**config.mk**
```make
export PLATFORM = sky130hd
export DESIGN_NAME = time_stepper
export DESIGN_NICKNAME = d
export VERILOG_FILES = /design/src/rtl/time_stepper.sv
export SDC_FILE = /design/constraint.sdc
export NUM_CORES = 1
export LEC_CHECK = 0
export BUFFER_PORTS_ARGS = -buffer_cell sky130_fd_sc_hd__buf_2
export CAP_MARGIN = 20
export CORE_MARGIN = 5
export CORE_UTILIZATION = 40
export DETAILED_ROUTE_END_ITERATION = 16
export PLACE_DENSITY = 0.62
export SLEW_MARGIN = 20
export SYNTH_ARGS = -nofsm -noshare
export SYNTH_HDL_FRONTEND = slang
export SYNTH_SLANG_ARGS = --single-unit
```
**constraint.sdc**
```tcl
create_clock -name clk -period 7.1 [get_ports clk]
set_clock_uncertainty 0.1 [all_clocks]
set_input_delay 1.42 -clock clk [delete_from_list [all_inputs] [get_ports clk]]
set_output_delay 1.42 -clock clk [all_outputs]
set_load 0.01 [all_outputs]
```
**src/rtl/time_stepper.sv**
```systemverilog
// time_stepper: timestamp generator for the logic-analyzer capture path.
//
// While run is high, the block divides clk by an effective period
// P = max(prescaler, 1) and advances the time counter data once per period.
// Dropping run returns everything to time zero on the next rising edge.
//
// Ports:
//   clk        system clock, all state changes on the rising edge
//   rst_n      asynchronous active-low reset
//   prescaler  clock cycles per time step (0 and 1 both mean every clock)
//   run        level enable: high counts, low clears to time zero
//   data       current timestamp (registered)
//   tick       one-cycle pulse in the cycle data shows a new value
//   overflow   sticky flag, set when data wraps from all-ones to zero
module time_stepper #(
    parameter int TIME_LENGTH     = 24,
    parameter int PRESCALER_WIDTH = 32
) (
    input  logic                       clk,
    input  logic                       rst_n,
    input  logic [PRESCALER_WIDTH-1:0] prescaler,
    input  logic                       run,
    output logic [TIME_LENGTH-1:0]     data,
    output logic                       tick,
    output logic                       overflow
);

    logic [PRESCALER_WIDTH-1:0] pc;
    logic [PRESCALER_WIDTH-1:0] period_m1;
    logic                       step;

    // P-1 with P = max(prescaler, 1); a zero prescaler behaves like 1.
    always_comb begin
        period_m1 = '0;
        if (prescaler != '0) begin
            period_m1 = prescaler - PRESCALER_WIDTH'(1);
        end
    end

    // Greater-or-equal so that shrinking the prescaler mid-run below the
    // current count steps on the next edge instead of waiting for pc to wrap.
    assign step = (pc >= period_m1);

    always_ff @(posedge clk or negedge rst_n) begin
        if (!rst_n) begin
            pc       <= '0;
            data     <= '0;
            tick     <= 1'b0;
            overflow <= 1'b0;
        end else if (!run) begin
            pc       <= '0;
            data     <= '0;
            tick     <= 1'b0;
            overflow <= 1'b0;
        end else if (step) begin
            pc   <= '0;
            data <= data + TIME_LENGTH'(1);
            tick <= 1'b1;
            if (&data) begin
                overflow <= 1'b1;
            end
        end else begin
            pc   <= pc + PRESCALER_WIDTH'(1);
            tick <= 1'b0;
        end
    end

endmodule

```
# After elaboration in Yosys (flattened, before gate mapping)
# Index checks and enable logic that the tools add are counted.
# classes
n_addsub	3
order_cmp	1
eq_ne	2
mux	10
n_reduce_logical	3
# op_table
op	n
32-bit two-way mux	3
24-bit two-way mux	2
32-bit by 1-bit adder with 32-bit output, second input constant	1
32-bit greater-or-equal comparator	1
32-bit nonzero test	1
32-bit by 1-bit subtractor with 32-bit output, second input constant	1
24-bit by 1-bit adder with 24-bit output, second input constant	1
24-bit AND reduction	1
1-bit two-way mux	5
2-bit by 1-bit != test with 1-bit output, second input constant	2
2-bit AND reduction	1
# totals
ff_bits	58
in_bits	35
output_inout_bits	26
wordCells	23

# Longest topological paths before layout
# Gate-level depths: netlist of run 1.
# logic_depth
ltp_word	5
depth_mapped	18
ltp_nobuf	16

# Worst setup path before layout of run 1
# No wires, ideal clock.
# synth_path
path_kind	input to register
from	input port prescaler[17]
to	register data[1]
arrival_time_ns	4.997
slack_ns	1.871
path_stages	16
path_cell_list	or4_1 or4_4 and3b_1 nand4_1 clkbuf_1 nand2_1 ha_1 nand4_1 or3_1 a221oi_1 o41a_2 nor2_1 buf_2 buf_2 mux2i_1 nor2_1
# synth_via
elab_chain_cells	4
elab_cells_between_ends	5
classes_between	add/sub (1); order compare (1); eq/ne (1); mux (1); reduce/logical (1)
# synth_lines
element	line_no	rtl
from (decl)	21	input logic [PRESCALER_WIDTH-1:0] prescaler,
32-bit by 1-bit subtractor with 32-bit output / 32-bit nonzero test (equally long branches)	36, 35	
32-bit two-way mux *	35	if (prescaler != '0) begin
32-bit greater-or-equal comparator *	42	assign step = (pc >= period_m1);
2-bit by 1-bit != test with 1-bit output (no line) *	--	
to (signal assigned)	57	data <= data + TIME_LENGTH'(1);
to (decl)	23	output logic [TIME_LENGTH-1:0] data,
# Every way passes the cells marked *; elsewhere a longest branch is shown, timed or not.
# A chain may end at the register's enable or synchronous reset.

# Worst setup path after layout of run 1
# layout_path
from	input port prescaler[6]
to	register pc[19]
# layout_via
elab_chain_cells	5
elab_cells_between_ends	6
classes_between	add/sub (1); order compare (1); mux (3); reduce/logical (1)
# layout_lines
element	line_no	rtl
32-bit by 1-bit subtractor with 32-bit output / 32-bit nonzero test (equally long branches)	36, 35	
32-bit two-way mux *	35	
32-bit greater-or-equal comparator *	42	
32-bit two-way mux *	55	end else if (step) begin
32-bit two-way mux *	50	end else if (!run) begin
to (signal assigned)	63	pc <= pc + PRESCALER_WIDTH'(1);
to (decl)	28	logic [PRESCALER_WIDTH-1:0] pc;
# Marks and branches as above.

==> results of run 1 <==
## power groups by stage
stage	clock (mW)	sequential (mW)	combinational (mW)
floorplan	0	0.340	0.0343
finish	0.381	0.334	0.0656
global placement	0	0.340	0.0632
detailed placement	0	0.340	0.0653
global route	0.404	0.334	0.0756
CTS	0.391	0.334	0.0662
## through the flow
stage / util (%) / instances
after detailed placement: 45.24 / 682
after global placement: 45.24 / 682
after CTS: 47.68 / 698
after global routing: 47.68 / 698
after floorplan: - / 498
final: 47.68 / 698
## cells in the mapped netlist, drive strengths merged (15+ instances only)
library cell  count  area share (%)
nor2             56             5.0
ha               36              11
o21ai            16             2.0
a21oi            25             3.0
xnor2            19             3.9
xor2             42             8.7
dfrtp            58              34
nand3            32             3.9
nor3             15             2.2
or3              15             2.2
nand2            69             6.1
## routing by layer
| metal | up-vias | global-route usage, % | wire length [µm] |
|---|---|---|---|
| li1 | 1887 | - | - |
| met1 | 1747 | 23.30 | 4993 |
| met2 | 134 | 23.42 | 4186 |
| met3 | 16 | 3.048 | 775 |
| met4 | 0 | 7.131 | 217 |
| met5 | - | 0 | 0 |
## critical path: cells and delay by family
kind / cells / cell delay [ns]
buf+inv: 2 / 0.36
fa+ha+maj: 1 / 0.29
compound gates: 2 / 0.49
xor+xnor: 1 / 0.19
simple gates: 10 / 3.08
## final timing paths
kind / to / depth (start not counted) / from
setup / recovery: pc[19] / 16 / prescaler[6]
hold / removal: overflow / 1 / overflow
setup reg to reg: pc[19] / 9 / pc[14]
hold reg to reg: overflow / 1 / overflow
max in group asynchronous: pc[29] / 2 / rst_n
min in group asynchronous: data[15] / 2 / rst_n
## sequential cells by signal, indices dropped and copies added (netlist names)
register,flops
tick,1
data,24
pc,32
overflow,1
## logic make-up after synthesis
| logic type | Yosys count | synth area share [%] |
|---|---|---|
| and+or+nand+nor | 251 | 29.68 |
| xor gates and xnor gates | 61 | 12.62 |
| AOI/OAI and AO/OA | 65 | 9.577 |
| muxes | 4 | 0.9459 |
| buffers and inverters | 23 | 2.246 |
| adders and majority gates | 36 | 10.64 |
| DFF | 58 | 34.29 |
## layout by cell type (no fill, tap or decap), types with 15 or more instances in the layout
cell,instances
a21oi_1,25
buf_2,60
dfrtp_1,58
ha_1,36
nand2_1,69
nand3_1,31
nor2_1,55
or3_1,15
xnor2_1,19
xor2_1,42
## area by class of cell
| type | count | area [µm²] |
|---|---|---|
| timing repair buffer | 65 | 337.8 |
| tap | 136 | 170.2 |
| fill | 1001 | 5401 |
| clock buffer | 10 | 137.6 |
| inverter | 6 | 22.52 |
| sequential | 58 | 1451 |
| multi-input combinational | 417 | 2689 |
| clock inverter | 6 | 113.9 |
==> run_results.csv, run 1 <==
group,metric,value,unit
outcome,run_status,"complete, no violations",
grt,overflow,0,
sta,rsz0062_at_grt,"false",
sta,report.final.hold_viol_count,0,
worst_setup_path,setup.worst_path.start_class,"primary input",
cts,cts_setup_buffers,0,
drt,drt_pre_antenna_iters,5,
worst_setup_path,critPathSlowestCell,"nand2_1",
cts,cts_inserted_buffers,9,
pwr,fin_total_pwr,0.7810,mW
cts,postCtsHoldBufs,0,
placed_design,globalplace.congestion,0.8760,
drt,vias_per_cell,5.421,
synth,synth.distinct_cells,42,
sta,postLayoutSetupSlackWorst,1.320,ns
floorplan,design.die.area,0.01274,mm²
worst_setup_path,worst-endpoint-arrival,5.85,ns
sta,tightest_slew,1.021,ns
drt,detail-route-antenna-nets,0,
cts,cts.clk_slew.worst_paths,0.07,ns
floorplan,core.rowCount,37,
grt,first_global_vias,3632,
placed_design,placement.cell_area,0.004671,mm²
worst_setup_path,critPathRequiredTime,7.17,ns
synth,synth_seq_area_share,34.29,%
drt,drcViolationCount,0,
synth,synthesis.area_per_instance,8.500,µm²
cts,cts.sinks,58,
cts,tritoncts,"yes",
layout,final_layout_size_suffix_gt1_share,16.37,%
worst_setup_path,critical_path.max_fanout,34,
sta,timing.slew.headroom,31.77,%
sta,max_freq,0.1730,GHz
pwr,switching_share,23.24,%
placed_design,placement.io_buffers,60,
sta,final_max_slew_viol_count,0,
pwr,comb_power_share,8.4,%
synth,fraction_of_registers_with_async_set_or_reset_after_synthesis,100.0,%
layout,layout.nets,628,
pwr,share_clk_of_total_power,48.8,%
floorplan,boundaryPins,61,
floorplan,die_y,112.9,µm
synth,ys_seq_elements,58,
grt,antenna_found_initial,0,
grt,grt_use_total,16.14,%
synth,synthFlopType,"dfrtp_1",
synth,synth_enable_flop_cells,0,
grt,grt_start_max_net_pins,59,
sta,setup_viol,0,
synth,number_of_nets_in_the_synthesized_netlist,569,
pwr,cellInternalPower,0.5995,mW
pwr,p_sw,0.1815,mW
worst_setup_path,path_cells,"buf_2 -> nor4_1 -> nand2_1 -> or3_1 -> nor3_1 -> xor2_1 -> nand2_1 -> ha_1 -> nand4_1 -> or3_1 -> a221oi_1 -> o41a_2 -> nor2_2 -> buf_4 -> nand2_1 -> nor2_1",
worst_setup_path,worst-r2r-setup-slack,3.81,ns
layout,flow.area_growth_from_synthesis,16.29,%
drt,drt_iter0_drc,284,
drt,vias,3784,
pwr,vdd_drop_max,0.1124,mV
worst_hold_path,timing.hold.worst.class,"reg2reg",
sta,fin_crit_sh,81.40,%
layout,design_area,0.004922,mm²
cts,post_cts_resize_count,0,
sta,whs,0.3904,ns
synth,postSynthCellCount,498,
synth,ys.warnings.count,0,
cts,h-tree-depth,3,
drt,postRouteWirelength,10170,µm
pwr,power_frac_seq,42.8,%
worst_setup_path,critical-path-max-stage-delay,0.79,ns
cts,cts_buffer_depth,2,
floorplan,die_width,112.9,µm
cts,insertion_delay,0.33,ns
layout,antenna_cells,0,
placed_design,pre_cts_slack,0.8999,ns
sta,fin_crit,5.780,ns
placed_design,hpwl,7452,µm
worst_setup_path,worst_path_most_repeated_cell,"nand2_1",
grt,first_pass_grt_wire_length,17140,µm
worst_setup_path,timing.setup.critical_path_class,"in2reg",
synth,synth.cell_area,0.004233,mm²
cts,clockRootBuffer,"clkbuf_8",
pwr,power.static_leakage,2.318,nW
worst_setup_path,worst_setup_path_end_kind,"register",
floorplan,coreArea,0.01032,mm²
sta,setup_total_negative_slack,0,ns
floorplan,initial_utilization,41.00,%
pwr,power_density,158.7,mW/mm²
flow_run,max_cap_violations,0,
drt,detail_route.wl_per_cell,14.57,µm
Note: power is estimated with default switching activity, not from simulation.
==> run 2: changes to the inputs <==
PLACE_DENSITY = 0.64   (was 0.62)
clock period = 5 ns   (was 7.1 ns; I/O delays follow)
==> run 2 against run 1 <==
Against the previous run: clock power is 25% higher; routed wire length is 1.2% higher; die area stayed put; register-to-register slack worse by 1.7 ns; combinational power is 50% higher; global-route usage is 0.56 points higher.
==> run_results.csv, run 2 (synthesis gave the netlist of run 1 again) <==
group,metric,value,unit
worst_setup_path,timing.critical_path.buf_inv,2,
placed_design,post-place-cells,701,
layout,final_layout_size_suffix_gt1_share,19.28,%
worst_setup_path,critPathRequiredTime,5.14,ns
sta,setup_total_negative_slack,0,ns
layout,layout.nets,647,
worst_setup_path,critical-path-max-stage-delay,0.54,ns
cts,cts.sinks,58,
grt,antenna_found_initial,0,
layout,fill_cells,1025,
flow_run,max_cap_violations,0,
sta,timing.slew.headroom,50.17,%
sta,tightest_slew,0.7474,ns
cts,h-tree-depth,3,
layout,flow.area_growth_from_synthesis,19.72,%
worst_setup_path,critPathSlowestCell,"or4_1",
floorplan,die_y,112.9,µm
grt,grt_start_max_net_pins,59,
worst_setup_path,worst_path_most_repeated_cell,"or4_1",
sta,fin_crit_sh,95.00,%
grt,overflow,0,
drt,vias,3825,
pwr,vdd_drop_max,0.1342,mV
sta,postLayoutSetupSlackWorst,0.2501,ns
cts,tritoncts,"yes",
placed_design,globalplace.congestion,0.8959,
drt,drt_pre_antenna_iters,6,
sta,whs,0.3892,ns
layout,layout_commonest_cell,"nand2_1",
sta,final_max_slew_viol_count,0,
grt,first_global_vias,3821,
cts,cts_buffer_depth,2,
sta,rsz0062_at_grt,"false",
worst_setup_path,setup.worst_path.start_class,"primary input",
pwr,power.static_leakage,2.412,nW
drt,detail_route.wl_per_cell,14.35,µm
worst_setup_path,worst-endpoint-arrival,4.89,ns
grt,grt_use_total,16.70,%
placed_design,hpwl,7814,µm
sta,fin_crit,4.750,ns
worst_hold_path,timing.hold.worst.class,"reg2reg",
worst_setup_path,path_cells,"buf_2 -> or4_1 -> or4_4 -> and3b_1 -> nand3_2 -> nor3_2 -> xor2_1 -> nand2_1 -> ha_1 -> nand4_1 -> nor4_2 -> o41a_2 -> nor2_2 -> buf_12 -> or4_1 -> a21oi_1",
sta,max_freq,0.2105,GHz
floorplan,boundaryPins,61,
cts,postCtsHoldBufs,0,
layout,area.sequential,0.001451,mm²
outcome,run_status,"complete, no violations",
floorplan,core.rowCount,37,
placed_design,placement.io_buffers,60,
grt,first_pass_grt_wire_length,17750,µm
drt,postRouteWirelength,10290,µm
drt,drt_iter0_drc,243,
worst_setup_path,worst_setup_path_end_kind,"register",
drt,detail-route-antenna-nets,0,
layout,flip_flop_count_of_the_largest_register_all_copies_and_words_added,32,
worst_setup_path,critical_path.max_fanout,24,
floorplan,initial_utilization,41.00,%
cts,clockRootBuffer,"clkbuf_8",
floorplan,die_width,112.9,µm
sta,setup_viol,0,
drt,vias_per_cell,5.335,
layout,top_flop_regs,"pc (32), data (24)",
cts,cts_inserted_buffers,9,
cts,cts.clk_slew.worst_paths,0.07,ns
floorplan,coreArea,0.01032,mm²
worst_setup_path,timing.setup.critical_path_class,"in2reg",
drt,drcViolationCount,0,
layout,antenna_cells,0,
floorplan,design.die.area,0.01274,mm²
layout,finalNonFillerCells,717,
placed_design,pre_cts_slack,-0.2037,ns
worst_setup_path,timing.critical_path.max_delay_family,"simple AND/OR/NAND/NOR gates",
cts,insertion_delay,0.33,ns
pwr,power_density,206.9,mW/mm²
sta,report.final.hold_viol_count,0,
layout,layout.cells.most_common_list,"nand2_1, buf_2, dfrtp_1",
layout,most_flops_register,"pc",
layout,multi_input_gate_area,0.002699,mm²
-- run 2: cell count changes in the layout (fill, tap and decap cells not counted), sizes merged --
cell | previous run | this run
buf | 65 | 84
bufinv | 3 | 2
clkbuf | 10 | 11
clkinv | 1 | 2
clkinvlp | 2 | 1
-- run 2: through the flow --
stage	util [%]	area (µm²)	power (mW)
floorplan	-	4233	0.5310
CTS	48.99	5057	1.061
detailed placement	46.87	4838	0.5813
global placement	46.87	4838	0.5783
global route	49.09	5067	1.098
finish	49.09	5067	1.048
-- run 2: layer usage --
metal / vias up / track usage [%] / wire length, µm
met4: 0 / 5.128 / 131
li1: 1931 / - / -
met5: - / 0 / 0
met2: 89 / 25.51 / 4526
met1: 1793 / 23.85 / 5071
met3: 12 / 3.369 / 559
-- run 2: worst paths after layout --
path / startpoint / to / slack [ns] / cells after the start
setup / recovery: prescaler[17] / data[17] / 0.25 / 16
hold / removal: overflow / overflow / 0.39 / 1
setup reg to reg: pc[14] / data[17] / 2.08 / 9
hold reg to reg: overflow / overflow / 0.39 / 1
max in group asynchronous: rst_n / pc[11] / 3.58 / 2
min in group asynchronous: rst_n / data[15] / 0.70 / 2
-- run 2: what timing repair did --
action                                 in CTS  in global routing
endpoints found under the hold margin       0                  0
gates resized for setup                     0                  2
setup endpoints to repair                   0                 10
buffers inserted                            0                  0
-- run 2: where the power goes --
part           internal [mW]  switching, mW  leakage, nW  total, mW
clock                  0.293          0.183        0.109      0.476
sequential             0.471        0.00306        0.808      0.474
combinational         0.0386         0.0597         1.49     0.0983
-- run 2: worst reg2reg max path: stages, from the launching register on --
cell	delay, ns
dfrtp_1	0.44
ha_1	0.32
nand4_1	0.13
or3_1	0.41
a221oi_1	0.26
o41a_2	0.26
nor2_2	0.07
buf_12	0.17
or4_1	0.51
a21oi_1	0.16
-- run 2: cell type report --
| class | instances | share of cell area [%] |
|---|---|---|
| Clock buffer | 11 | 2.790 |
| Clock inverter | 5 | 1.531 |
| Inverter | 6 | 0.4444 |
| Multi-Input combinational cell | 417 | 53.26 |
| Sequential cell | 58 | 28.64 |
| Tap cell | 136 | 3.358 |
| Timing Repair Buffer | 84 | 9.975 |
==> run 3: changes to the inputs <==
PLACE_DENSITY = 0.62   (was 0.64)
==> run 3 against run 2 <==
Against the previous run: register-to-register slack gained 0.09 ns; flip-flop and latch count unchanged; cell count is 0.70% lower; non-clock buffer count decreased by 4; critical path depth is the same; combinational power down 2.1%; design area fell by 0.59%.
==> run_results.csv, run 3 (synthesis gave the netlist of run 1 again) <==
group,metric,value,unit
drt,detail-route-antenna-nets,0,
grt,antenna_found_initial,0,
worst_setup_path,timing.setup.critical_path_class,"in2reg",
grt,first_pass_grt_wire_length,17530,µm
worst_setup_path,timing.critical_path.max_delay_family,"simple AND/OR/NAND/NOR gates",
layout,layout_commonest_cell,"nand2_1",
pwr,power_density,209.3,mW/mm²
layout,layout.cells.most_common_list,"nand2_1, buf_2, dfrtp_1",
cts,h-tree-depth,3,
worst_setup_path,timing.reg2reg.worst_path_depth,9,
floorplan,die_width,112.9,µm
placed_design,globalplace.congestion,0.8755,
cts,cts.sinks,58,
sta,timing.slew.headroom,55.48,%
worst_setup_path,worst_setup_path_end_kind,"register",
grt,grt_start_max_net_pins,42,
floorplan,core.rowCount,37,
worst_setup_path,critical_path.max_fanout,32,
layout,utilization,48.79,%
sta,final_max_slew_viol_count,0,
grt,grt_use_total,16.48,%
layout,top_flop_regs,"pc (32), data (24)",
pwr,power.static_leakage,2.394,nW
worst_setup_path,setup.worst_path.start_class,"primary input",
cts,cts_buffer_depth,2,
sta,fin_crit_sh,95.53,%
worst_setup_path,timing.critical_path.buf_inv,2,
worst_setup_path,worst-endpoint-arrival,4.92,ns
worst_setup_path,crit_cells,16,
cts,tritoncts,"yes",
outcome,run_status,"complete, no violations",
sta,rsz0062_at_grt,"false",
cts,clockRootBuffer,"clkbuf_8",
worst_hold_path,hold_path_stages,1,
worst_hold_path,timing.hold.worst.class,"reg2reg",
placed_design,post-place-cells,697,
cts,postCtsHoldBufs,0,
drt,drt_pre_antenna_iters,5,
pwr,vdd_drop_max,0.1343,mV
grt,first_global_vias,3764,
cts,cts_setup_buffers,0,
placed_design,placement.io_buffers,60,
sta,tightest_slew,0.6671,ns
flow_run,max_cap_violations,0,
sta,setup_viol,0,
layout,most_flops_register,"pc",
cts,cts.clk_slew.worst_paths,0.06,ns
floorplan,die_y,112.9,µm
drt,postRouteWirelength,10240,µm
drt,detail_route.wl_per_cell,14.39,µm
layout,flip_flop_count_of_the_largest_register_all_copies_and_words_added,32,
placed_design,hpwl,7766,µm
layout,finalNonFillerCells,712,
floorplan,initial_utilization,41.00,%
worst_setup_path,path_cells,"buf_2 -> or4_1 -> or4_4 -> and3b_1 -> and3_1 -> nand2_1 -> xnor2_1 -> nand2_1 -> ha_1 -> nand4_1 -> nor4_2 -> o41a_2 -> nor2_2 -> buf_12 -> or4_1 -> a21oi_1",
layout,final_layout_size_suffix_gt1_share,18.40,%
drt,vias_per_cell,5.452,
grt,overflow,0,
worst_setup_path,critPathSlowestCell,"or4_1",
drt,vias,3882,
worst_setup_path,critical-path-max-stage-delay,0.54,ns
floorplan,design.die.area,0.01274,mm²
sta,max_freq,0.2094,GHz
pwr,fin_total_pwr,1.054,mW
floorplan,coreArea,0.01032,mm²
layout,antenna_cells,0,
drt,drcViolationCount,0,
sta,report.final.hold_viol_count,0,
layout,flow.area_growth_from_synthesis,19.01,%
floorplan,boundaryPins,61,
cts,cts_inserted_buffers,9,
sta,fin_crit,4.777,ns
drt,drt_iter0_drc,243,
layout,layout.nets,643,
worst_setup_path,critPathRequiredTime,5.14,ns
cts,insertion_delay,0.33,ns
==> run 3: cell count changes in the layout (fill, tap and decap cells not counted), sizes merged <==
cell | previous run | this run
clkinvlp | 1 | 0
clkbuf | 11 | 13
clkinv | 2 | 0
buf | 84 | 80
==> run 3: final timing paths <==
path                               startpoint       end  slack [ns]
worst max register to register         pc[11]  data[17]        2.17
worst min-delay path                 overflow  overflow        0.39
max in group asynchronous               rst_n     pc[1]        3.44
min in group asynchronous               rst_n  data[15]        0.50
worst min register to register       overflow  overflow        0.39
worst max-delay path            prescaler[17]  data[17]        0.22
==> run 3: through the flow <==
stage          hold slack (ns)  worst slack, ns  TNS (ns)  area, µm²
2_1_floorplan           0.3737           0.1907         0       4233
3_3_place_gp            0.3765         -0.06413   -0.3719       4808
3_5_place_dp            0.3850          -0.1307    -1.384       4808
4_1_cts                 0.3991           0.2129         0       5027
5_1_grt                 0.4203         0.009507         0       5037
6_report                0.3876           0.2234         0       5037
==> run 3: cell type report <==
type / instances / area [µm²]
clock buffer: 13 / 158.9
inverter: 6 / 22.52
clock inverter: 2 / 60.06
tap: 136 / 170.2
fill: 983 / 5286
sequential: 58 / 1451
timing repair buffer: 80 / 475.5
multi-input combinational: 417 / 2699
==> run 3: where the power goes <==
part	switching (mW)	internal, mW	leakage, nW
clock	0.178	0.306	0.110
sequential	0.00321	0.471	0.808
combinational	0.0592	0.0371	1.48
==> run 3: routing by layer <==
| layer | part of all wire [%] | vias up | GRT usage (%) |
|---|---|---|---|
| li1 | - | 1926 | - |
| met1 | 48 | 1798 | 22.51 |
| met2 | 43 | 140 | 25.67 |
| met3 | 7.6 | 18 | 3.797 |
| met4 | 2.0 | 0 | 5.769 |
| met5 | 0 | - | 0 |
==> run 3: what timing repair did <==
| action | in CTS | in global routing |
|---|---|---|
| endpoints found under the hold margin | 0 | 0 |
| endpoints found under the setup margin | 0 | 3 |
| gates resized for setup | 0 | 2 |
